==> src/rtl/dmem_arbiter.sv <==
// Two-requester access controller for a 256 x 32-bit byte-masked data memory.
// Latency: grant and memory drive are combinational in the request cycle; the response (rvalid/rdata/err) follows one cycle later.
// Backpressure: requesters hold req until granted; responses are never stalled.
//
// Ports:
//   clk, rst                       rising-edge clock, asynchronous active-high reset
//   mN_req/we/addr/size/unsigned   request from requester N (0 = core LSU, 1 = debug/DMA)
//   mN_wdata                       LSB-aligned store data
//   mN_gnt                         combinational accept for this cycle
//   mN_rvalid/rdata/err            registered response, one cycle after grant
//   mem_en/address/storein/mask    write port towards the memory (word index, lane-replicated data)
//   mem_loadout                    combinational read data for mem_address
//
// Build option: define DMEM_ARB_FIXED_PRIO_EN to give requester 0 absolute
// priority instead of round-robin; the round-robin pointer is then removed.

module dmem_arbiter #(
    parameter int ADDR_W = 10
) (
    input  logic              clk,
    input  logic              rst,

    input  logic              m0_req,
    input  logic              m0_we,
    input  logic [ADDR_W-1:0] m0_addr,
    input  logic [1:0]        m0_size,
    input  logic              m0_unsigned,
    input  logic [31:0]       m0_wdata,
    output logic              m0_gnt,
    output logic              m0_rvalid,
    output logic [31:0]       m0_rdata,
    output logic              m0_err,

    input  logic              m1_req,
    input  logic              m1_we,
    input  logic [ADDR_W-1:0] m1_addr,
    input  logic [1:0]        m1_size,
    input  logic              m1_unsigned,
    input  logic [31:0]       m1_wdata,
    output logic              m1_gnt,
    output logic              m1_rvalid,
    output logic [31:0]       m1_rdata,
    output logic              m1_err,

    output logic              mem_en,
    output logic [ADDR_W-3:0] mem_address,
    output logic [31:0]       mem_storein,
    output logic [3:0]        mem_mask,
    input  logic [31:0]       mem_loadout
);

    localparam logic [1:0] SZ_BYTE = 2'd0;
    localparam logic [1:0] SZ_HALF = 2'd1;
    localparam logic [1:0] SZ_WORD = 2'd2;

    // ------------------------------------------------------------------
    // Arbitration
    // ------------------------------------------------------------------
    logic w_gnt0;
    logic w_gnt1;

`ifdef DMEM_ARB_FIXED_PRIO_EN
    // Requester 0 always wins; requester 1 only sees idle cycles of requester 0.
    always_comb begin
        w_gnt0 = m0_req;
        w_gnt1 = m1_req && !m0_req;
    end
`else
    // r_rr_last holds the index granted most recently; on contention the
    // other requester wins. Reset value 1 makes requester 0 win first.
    logic r_rr_last;

    always_comb begin
        w_gnt0 = m0_req && (!m1_req || r_rr_last);
        w_gnt1 = m1_req && (!m0_req || !r_rr_last);
    end

    always_ff @(posedge clk or posedge rst) begin
        if (rst) begin
            r_rr_last <= 1'b1;
        end else if (w_gnt0) begin
            r_rr_last <= 1'b0;
        end else if (w_gnt1) begin
            r_rr_last <= 1'b1;
        end
    end
`endif

    assign m0_gnt = w_gnt0;
    assign m1_gnt = w_gnt1;

    // ------------------------------------------------------------------
    // Mux the granted request onto a single access path
    // ------------------------------------------------------------------
    logic              w_any;
    logic              w_we;
    logic [ADDR_W-1:0] w_addr;
    logic [1:0]        w_size;
    logic              w_uns;
    logic [31:0]       w_wdata;
    logic [1:0]        w_off;
    logic              w_mis;

    always_comb begin
        w_any   = w_gnt0 || w_gnt1;
        w_we    = 1'b0;
        w_addr  = '0;
        w_size  = SZ_BYTE;
        w_uns   = 1'b0;
        w_wdata = '0;
        if (w_gnt0) begin
            w_we    = m0_we;
            w_addr  = m0_addr;
            w_size  = m0_size;
            w_uns   = m0_unsigned;
            w_wdata = m0_wdata;
        end else if (w_gnt1) begin
            w_we    = m1_we;
            w_addr  = m1_addr;
            w_size  = m1_size;
            w_uns   = m1_unsigned;
            w_wdata = m1_wdata;
        end
    end

    assign w_off = w_addr[1:0];

    // Size 3 is never legal; half needs even offset; word needs offset 0.
    assign w_mis = ((w_size == SZ_HALF) && w_off[0])
                || ((w_size == SZ_WORD) && (w_off != 2'd0))
                || (w_size == 2'd3);

    // ------------------------------------------------------------------
    // Memory write port
    // ------------------------------------------------------------------
    always_comb begin
        mem_en      = 1'b0;
        mem_address = '0;
        mem_storein = '0;
        mem_mask    = 4'b0000;
        if (w_any) begin
            // Address is presented for every granted access, including
            // loads and misaligned ones; only the write side is suppressed.
            mem_address = w_addr[ADDR_W-1:2];
            if (w_we && !w_mis) begin
                mem_en = 1'b1;
                // Store data is replicated across all lanes so the mask alone
                // selects the destination bytes.
                case (w_size)
                    SZ_BYTE: begin
                        mem_mask    = 4'b0001 << w_off;
                        mem_storein = {4{w_wdata[7:0]}};
                    end
                    SZ_HALF: begin
                        mem_mask    = w_off[1] ? 4'b1100 : 4'b0011;
                        mem_storein = {2{w_wdata[15:0]}};
                    end
                    default: begin
                        mem_mask    = 4'b1111;
                        mem_storein = w_wdata;
                    end
                endcase
            end
        end
    end

    // ------------------------------------------------------------------
    // Load formatting (combinational read in the grant cycle)
    // ------------------------------------------------------------------
    logic [31:0] w_byte_sh;
    logic [15:0] w_half;
    logic [31:0] w_fmt;

    assign w_byte_sh = mem_loadout >> {w_off, 3'b000};
    assign w_half    = w_off[1] ? mem_loadout[31:16] : mem_loadout[15:0];

    always_comb begin
        w_fmt = '0;
        case (w_size)
            SZ_BYTE: w_fmt = w_uns ? {24'd0, w_byte_sh[7:0]}
                                   : {{24{w_byte_sh[7]}}, w_byte_sh[7:0]};
            SZ_HALF: w_fmt = w_uns ? {16'd0, w_half}
                                   : {{16{w_half[15]}}, w_half};
            default: w_fmt = mem_loadout;
        endcase
        // Stores and faulting accesses return zero data.
        if (w_we || w_mis) begin
            w_fmt = '0;
        end
    end

    // ------------------------------------------------------------------
    // Registered responses
    // ------------------------------------------------------------------
    logic        r_rvalid0;
    logic        r_err0;
    logic [31:0] r_rdata0;
    logic        r_rvalid1;
    logic        r_err1;
    logic [31:0] r_rdata1;

    // Async reset also kills a response that is already on the outputs.
    always_ff @(posedge clk or posedge rst) begin
        if (rst) begin
            r_rvalid0 <= 1'b0;
            r_err0    <= 1'b0;
            r_rdata0  <= '0;
            r_rvalid1 <= 1'b0;
            r_err1    <= 1'b0;
            r_rdata1  <= '0;
        end else begin
            r_rvalid0 <= w_gnt0;
            r_err0    <= w_gnt0 && w_mis;
            r_rdata0  <= w_gnt0 ? w_fmt : 32'd0;
            r_rvalid1 <= w_gnt1;
            r_err1    <= w_gnt1 && w_mis;
            r_rdata1  <= w_gnt1 ? w_fmt : 32'd0;
        end
    end

    assign m0_rvalid = r_rvalid0;
    assign m0_err    = r_err0;
    assign m0_rdata  = r_rdata0;
    assign m1_rvalid = r_rvalid1;
    assign m1_err    = r_err1;
    assign m1_rdata  = r_rdata1;

endmodule

==> config.mk <==
export PLATFORM = sky130hd
export DESIGN_NAME = dmem_arbiter
export DESIGN_NICKNAME = d
export VERILOG_FILES = /design/src/rtl/dmem_arbiter.sv
export SDC_FILE = /design/constraint.sdc
export NUM_CORES = 1
export LEC_CHECK = 0
export BUFFER_PORTS_ARGS = -buffer_cell sky130_fd_sc_hd__buf_2
export CORE_ASPECT_RATIO = 0.8
export CORE_MARGIN = 1
export CORE_UTILIZATION = 47
export CTS_BUF_LIST = sky130_fd_sc_hd__clkbuf_4 sky130_fd_sc_hd__clkbuf_8
export DETAILED_ROUTE_END_ITERATION = 12
export PLACE_DENSITY = 0.88
export SYNTH_ARGS = -nofsm -noshare
export SYNTH_HDL_FRONTEND = slang
export SYNTH_SLANG_ARGS = --single-unit
export TNS_END_PERCENT = 10
==> constraint.sdc <==
create_clock -name clk -period 5.6 [get_ports clk]
set_input_delay 0.84 -clock clk [delete_from_list [all_inputs] [get_ports clk]]
set_output_delay 0.84 -clock clk [all_outputs]
set_load 0.005 [all_outputs]
# == Word level (Yosys, flattened, before mapping) ==
# Index checks and enable logic that the tools add are counted.
# op_classes
n_reduce_logical,20
shift,2
n_eq_ne,3
mux,29
# op_table
operator,count
32-bit 2-to-1 mux,9
32-bit case mux with 2 select lines,2
32-bit by 5-bit >> shifter with 8-bit output,1
10-bit 2-to-1 mux,2
16-bit 2-to-1 mux,1
4-bit 2-to-1 mux,3
1-bit 2-to-1 mux,8
8-bit 2-to-1 mux,1
4-bit case mux with 2 select lines,1
1-bit logical AND,7
1-bit logical OR,6
2-bit == test (second input constant),2
1-bit zero test,4
2-bit 2-to-1 mux,2
2-bit nonzero test,2
1-bit by 2-bit left shift with 4-bit output (first input constant),1
2-bit by 1-bit == test with 1-bit output (second input constant),1
2-bit zero test,1
# word_totals
input_bits,128
ff_bits,69
output_inout_bits,115

# == Longest topological paths before layout ==
# logic_depth
depth_word,13
mapped_depth,13

# == Worst setup path before layout ==
# OpenSTA, ideal clock, no wires.
# synth_timing
path_kind,input-to-output
start,input m1_req
end,output mem_storein[20]
t_arrival_ns,2.459
t_required_ns,4.760
path_stages,9
path_slack_ns,2.301
n_path_buf,4
cell_sequence,buf_4 > nand2b_1 > buf_6 > nand2_2 > inv_2 > buf_1 > clkbuf_1 > nand2_1 > a311oi_1
# synth_between
elab_chain_cells,12
word_cells_on_any_way,27
classes_between,eq/ne: 3; mux: 11; reduce/logical: 13
# synth_lines
element,line_no,source
start: declaration,34,"input logic m1_req,"
1-bit zero test *,74,w_gnt0 = m0_req && (!m1_req || r_rr_last);
1-bit logical OR *,74,
1-bit logical AND *,74,
via m0_gnt,29,"output logic m0_gnt,"
2-bit 2-to-1 mux or 10-bit 2-to-1 mux (tied branches),111,if (w_gnt0) begin
2-bit by 1-bit == test with 1-bit output (tied with other cells),"129, 149",
"1-bit logical AND, on equally long branches","129, 130",
1-bit logical OR,130,|| ((w_size == SZ_WORD) && (w_off != 2'd0))
1-bit logical OR,131,|| (w_size == 2'd3);
1-bit zero test,145,if (w_we && !w_mis) begin
1-bit logical AND,145,
32-bit 2-to-1 mux,145,
32-bit 2-to-1 mux *,141,if (w_any) begin
end: declaration,47,"output logic [31:0] mem_storein,"
# Mark *: on every way through the listed nets, which the timed path passes. The rest lies on a longest branch.

# == Worst setup path in the final report ==
# layout_timing
start,input m0_req
end,output mem_storein[30]
# layout_between
elab_chain_cells,13
word_cells_on_any_way,27
classes_between,eq/ne: 3; mux: 11; reduce/logical: 13
# layout_lines
element,line_no,source
start: declaration,23,"input logic m0_req,"
1-bit zero test,75,w_gnt1 = m1_req && (!m0_req || !r_rr_last);
1-bit logical OR,75,
1-bit logical AND,75,
2-bit 2-to-1 mux or 10-bit 2-to-1 mux (tied branches),117,end else if (w_gnt1) begin
2-bit 2-to-1 mux or 10-bit 2-to-1 mux (tied branches),111,
2-bit by 1-bit == test with 1-bit output (tied with other cells),"129, 149",
"1-bit logical AND, on equally long branches","129, 130",
1-bit logical OR,130,
1-bit logical OR,131,
1-bit zero test,145,
1-bit logical AND,145,
32-bit 2-to-1 mux,145,
32-bit 2-to-1 mux *,141,
# Mark *: on every way between the ends. The rest lies on a longest branch, timed or not.

==> results.toml <==
[status]
status = "finished clean"

[yosys]
yosys_warnings = 0
yosys.area.top_type = "dfrtp_1"
ys_seq_elements = 69
synth_top_area_share_pct = 45.0
synth_edf_count = 0
seq_area_frac_synth_pct = 45.7
synth_flop_cell = "dfrtp_1"
synthDistinctLibCells = 44
synthTopCellsByArea = "dfrtp_1 45%, nor2_1 9.8%, a211oi_1 4.0%, a22o_1 3.7%, nor3_1 3.4%"
syn_nets = 534
syn_area_per_cell_um2 = 9.32
synthesis.instances = 406
syn_area_um2 = 3780
synthArstFlopShare_pct = 100

[power_and_ir_drop]
ir_worst_vdd_mv = 0.193
p_leak_nw = 2.85
p_per_area_nw_per_um2 = 262

[finish]
n_antenna_cell = 0
syn_to_final_growth_pct = 37.3
drive_above_1_share_pct = 44.4
instances_no_fill = 740
final_nets = 758
n_fill_cell = 615
ff_latch_area_um2 = 1730
multi_input_area_um2 = 1870
final_area_um2 = 5190
final_util_pct = 68.3

[worst_setup_path]
crit_family = "buffers and inverters"
cp_max_fo = 51
cpMaxStageDelayCell = "inv_2"
critPathMaxStageDelay_ps = 720
critPathBufInv = 4
worstSetupPathType = "primary input to primary output"
start_kind = "primary input"
path_cells = "buf_2 -> nand2_2 -> nand2_2 -> inv_2 -> a32o_1 -> nor3_2 -> or2_4 -> nand2b_1 -> buf_4 -> nor3_1 -> buf_2"
arrival_ps = 3700
crit_path_end_kind = "primary output"
critPathRequiredTime_ps = 4760

[clocking]
cts_root_buf = "clkbuf_8"
ctsHoldBuffers = 0
htreeDepth = 3
clk_latency_ps = 350
cts_buffers = 9
postCtsSetupBuffers = 0
clock_sinks = 69
clk_pin_slew_worst_paths_ps = 70
clk_path_buf_depth = 2
tritoncts = "yes"
ctsResizeCount = 0

[floorplan]
die_x_um = 102
dieArea_um2 = 8410
pin_count = 243
start_util_pct = 49.8
rows = 28
core_um2 = 7600
die_height_um = 82.2

[detailed_routing]
wirelength_um = 13800
drt-wirelength-per-cell_um = 18.7
ant_nets = 0
routed_via_density = 5.90
drt_iter0_markers = 457
post-route-drc-count = 0
firstDrtPassIters = 7
vias = 4366

[sta]
tightestPinTransition_ps = 979
hold_viol = 0
fin_tns_setup_ps = 0
fin_crit_sh_pct = 81.0
rsz0062_at_grt = "no"
fin_worst_skew_ps = 9.89
fin_crit_ps = 4540
report.final.slew_viol_count = 0
setup_viol = 0
max_slew_margin_pct = 34.7
fmax_mhz = 220

[placement]
post_dp_cell_area_um2 = 4990
post-dp-hpwl_um = 10400
io_buffers = 242
dp_cells = 724
place.gp.congestion = 0.922

[global_route]
grt_max_degree = 70
grt_pass1_vias = 3838
grt_pass1_wl_um = 20200
overflow = 0
antenna_found_initial = 0
grt_usage_pct = 32.3

[min_path]
hold_path.class = "flip-flop to flip-flop"

[run]
maxCapViolCount = 0
-- kinds of logic (layout without fill, tap and decap cells) --
logic type                Yosys count  after routing  synth area share (%)
muxes                              10             10                  2.65
AOI/OAI and AO/OA                 112            112                  26.2
DFF                                69             69                  45.7
and+or+nand+nor                   175            175                  19.7
xor gates and xnor gates            2              2                 0.463
buffers and inverters              38            267                  5.29
-- flip-flops by register name (all words and copies together), names as in the netlist --
register and count:
m1_err 1, m1_rvalid 1, r_rr_last 1, m0_err 1, m0_rvalid 1, m1_rdata 32, m0_rdata 32
-- power by group --
| group | internal (mW) | total (mW) | switching, mW |
|---|---|---|---|
| Sequential | 0.525 | 0.533 | 0.00810 |
| Clock | 0.224 | 0.414 | 0.191 |
| Combinational | 0.160 | 0.413 | 0.253 |
-- cells in the final DEF, fill, tap and decap left out, types with 4 or more instances in the layout --
master	n
buf_2	242
nor2_1	99
dfrtp_1	68
nor3_1	26
nand2_1	26
a211oi_1	20
a22o_1	16
a22oi_1	13
a221oi_1	11
mux2i_1	10
clkbuf_8	10
nand3_1	8
a21oi_1	8
a32oi_1	7
o221ai_1	7
a222oi_1	6
a32o_1	5
a311oi_1	5
buf_4	5
nand2b_1	4
nor2b_1	4
-- area by class of cell --
type / count / share of cell area [%]
clock buffers: 11 / 2.80
clock inverters: 5 / 1.13
inverters: 4 / 0.289
multi-input cells: 299 / 35.9
flip-flops and latches: 69 / 33.3
well taps: 105 / 2.53
repair buffers: 247 / 24.0
-- through the flow --
step | worst slack, ps | total power, mW | hold WS [ps]
after floorplan | 2300 | 0.786 | 517
after global placement | 1310 | 0.935 | 524
after detailed placement | 1180 | 0.944 | 528
after CTS | 1170 | 1.36 | 539
after global routing | 946 | 1.43 | 553
final | 1060 | 1.36 | 540
-- per-layer routing --
metal,vias to the layer above,GRT usage [%],part of all wire [%]
li1,1955,-,-
met1,2083,43.6,41
met2,284,52.2,49
met3,44,7.49,7.9
met4,0,8.86,2.0
met5,-,0,0
-- cell usage after synthesis (4+ instances only) --
master and n:
buf_6 6, nand2b_1 4, a22o_1 16, dfrtp_1 68
a221oi_1 11, a22oi_1 13, clkbuf_1 16, a21oi_1 8
nand2_1 26, nor2_1 99, nor2b_1 4, a32o_1 5
o221ai_1 7, a311oi_1 5, mux2i_1 10, a222oi_1 6
buf_1 4, nand3_1 8, a211oi_1 20, a32oi_1 7
nor3_1 26, buf_2 7
-- final timing paths --
kind / cells after the start / endpoint / slack [ps] / startpoint
worst max-delay path: 11 / mem_storein[30] / 1060 / m0_req
worst min-delay path: 1 / r_rr_last$_DFFE_PP1P_ / 540 / r_rr_last$_DFFE_PP1P_
worst max register to register: 9 / m1_rdata[21]$_DFF_PP0_ / 1880 / r_rr_last$_DFFE_PP1P_
worst min register to register: 1 / r_rr_last$_DFFE_PP1P_ / 540 / r_rr_last$_DFFE_PP1P_
max in group asynchronous: 3 / m0_rdata[21]$_DFF_PP0_ / 4320 / rst
min in group asynchronous: 3 / m0_rdata[28]$_DFF_PP0_ / 730 / rst
Power figures use the tool's default switching activity.
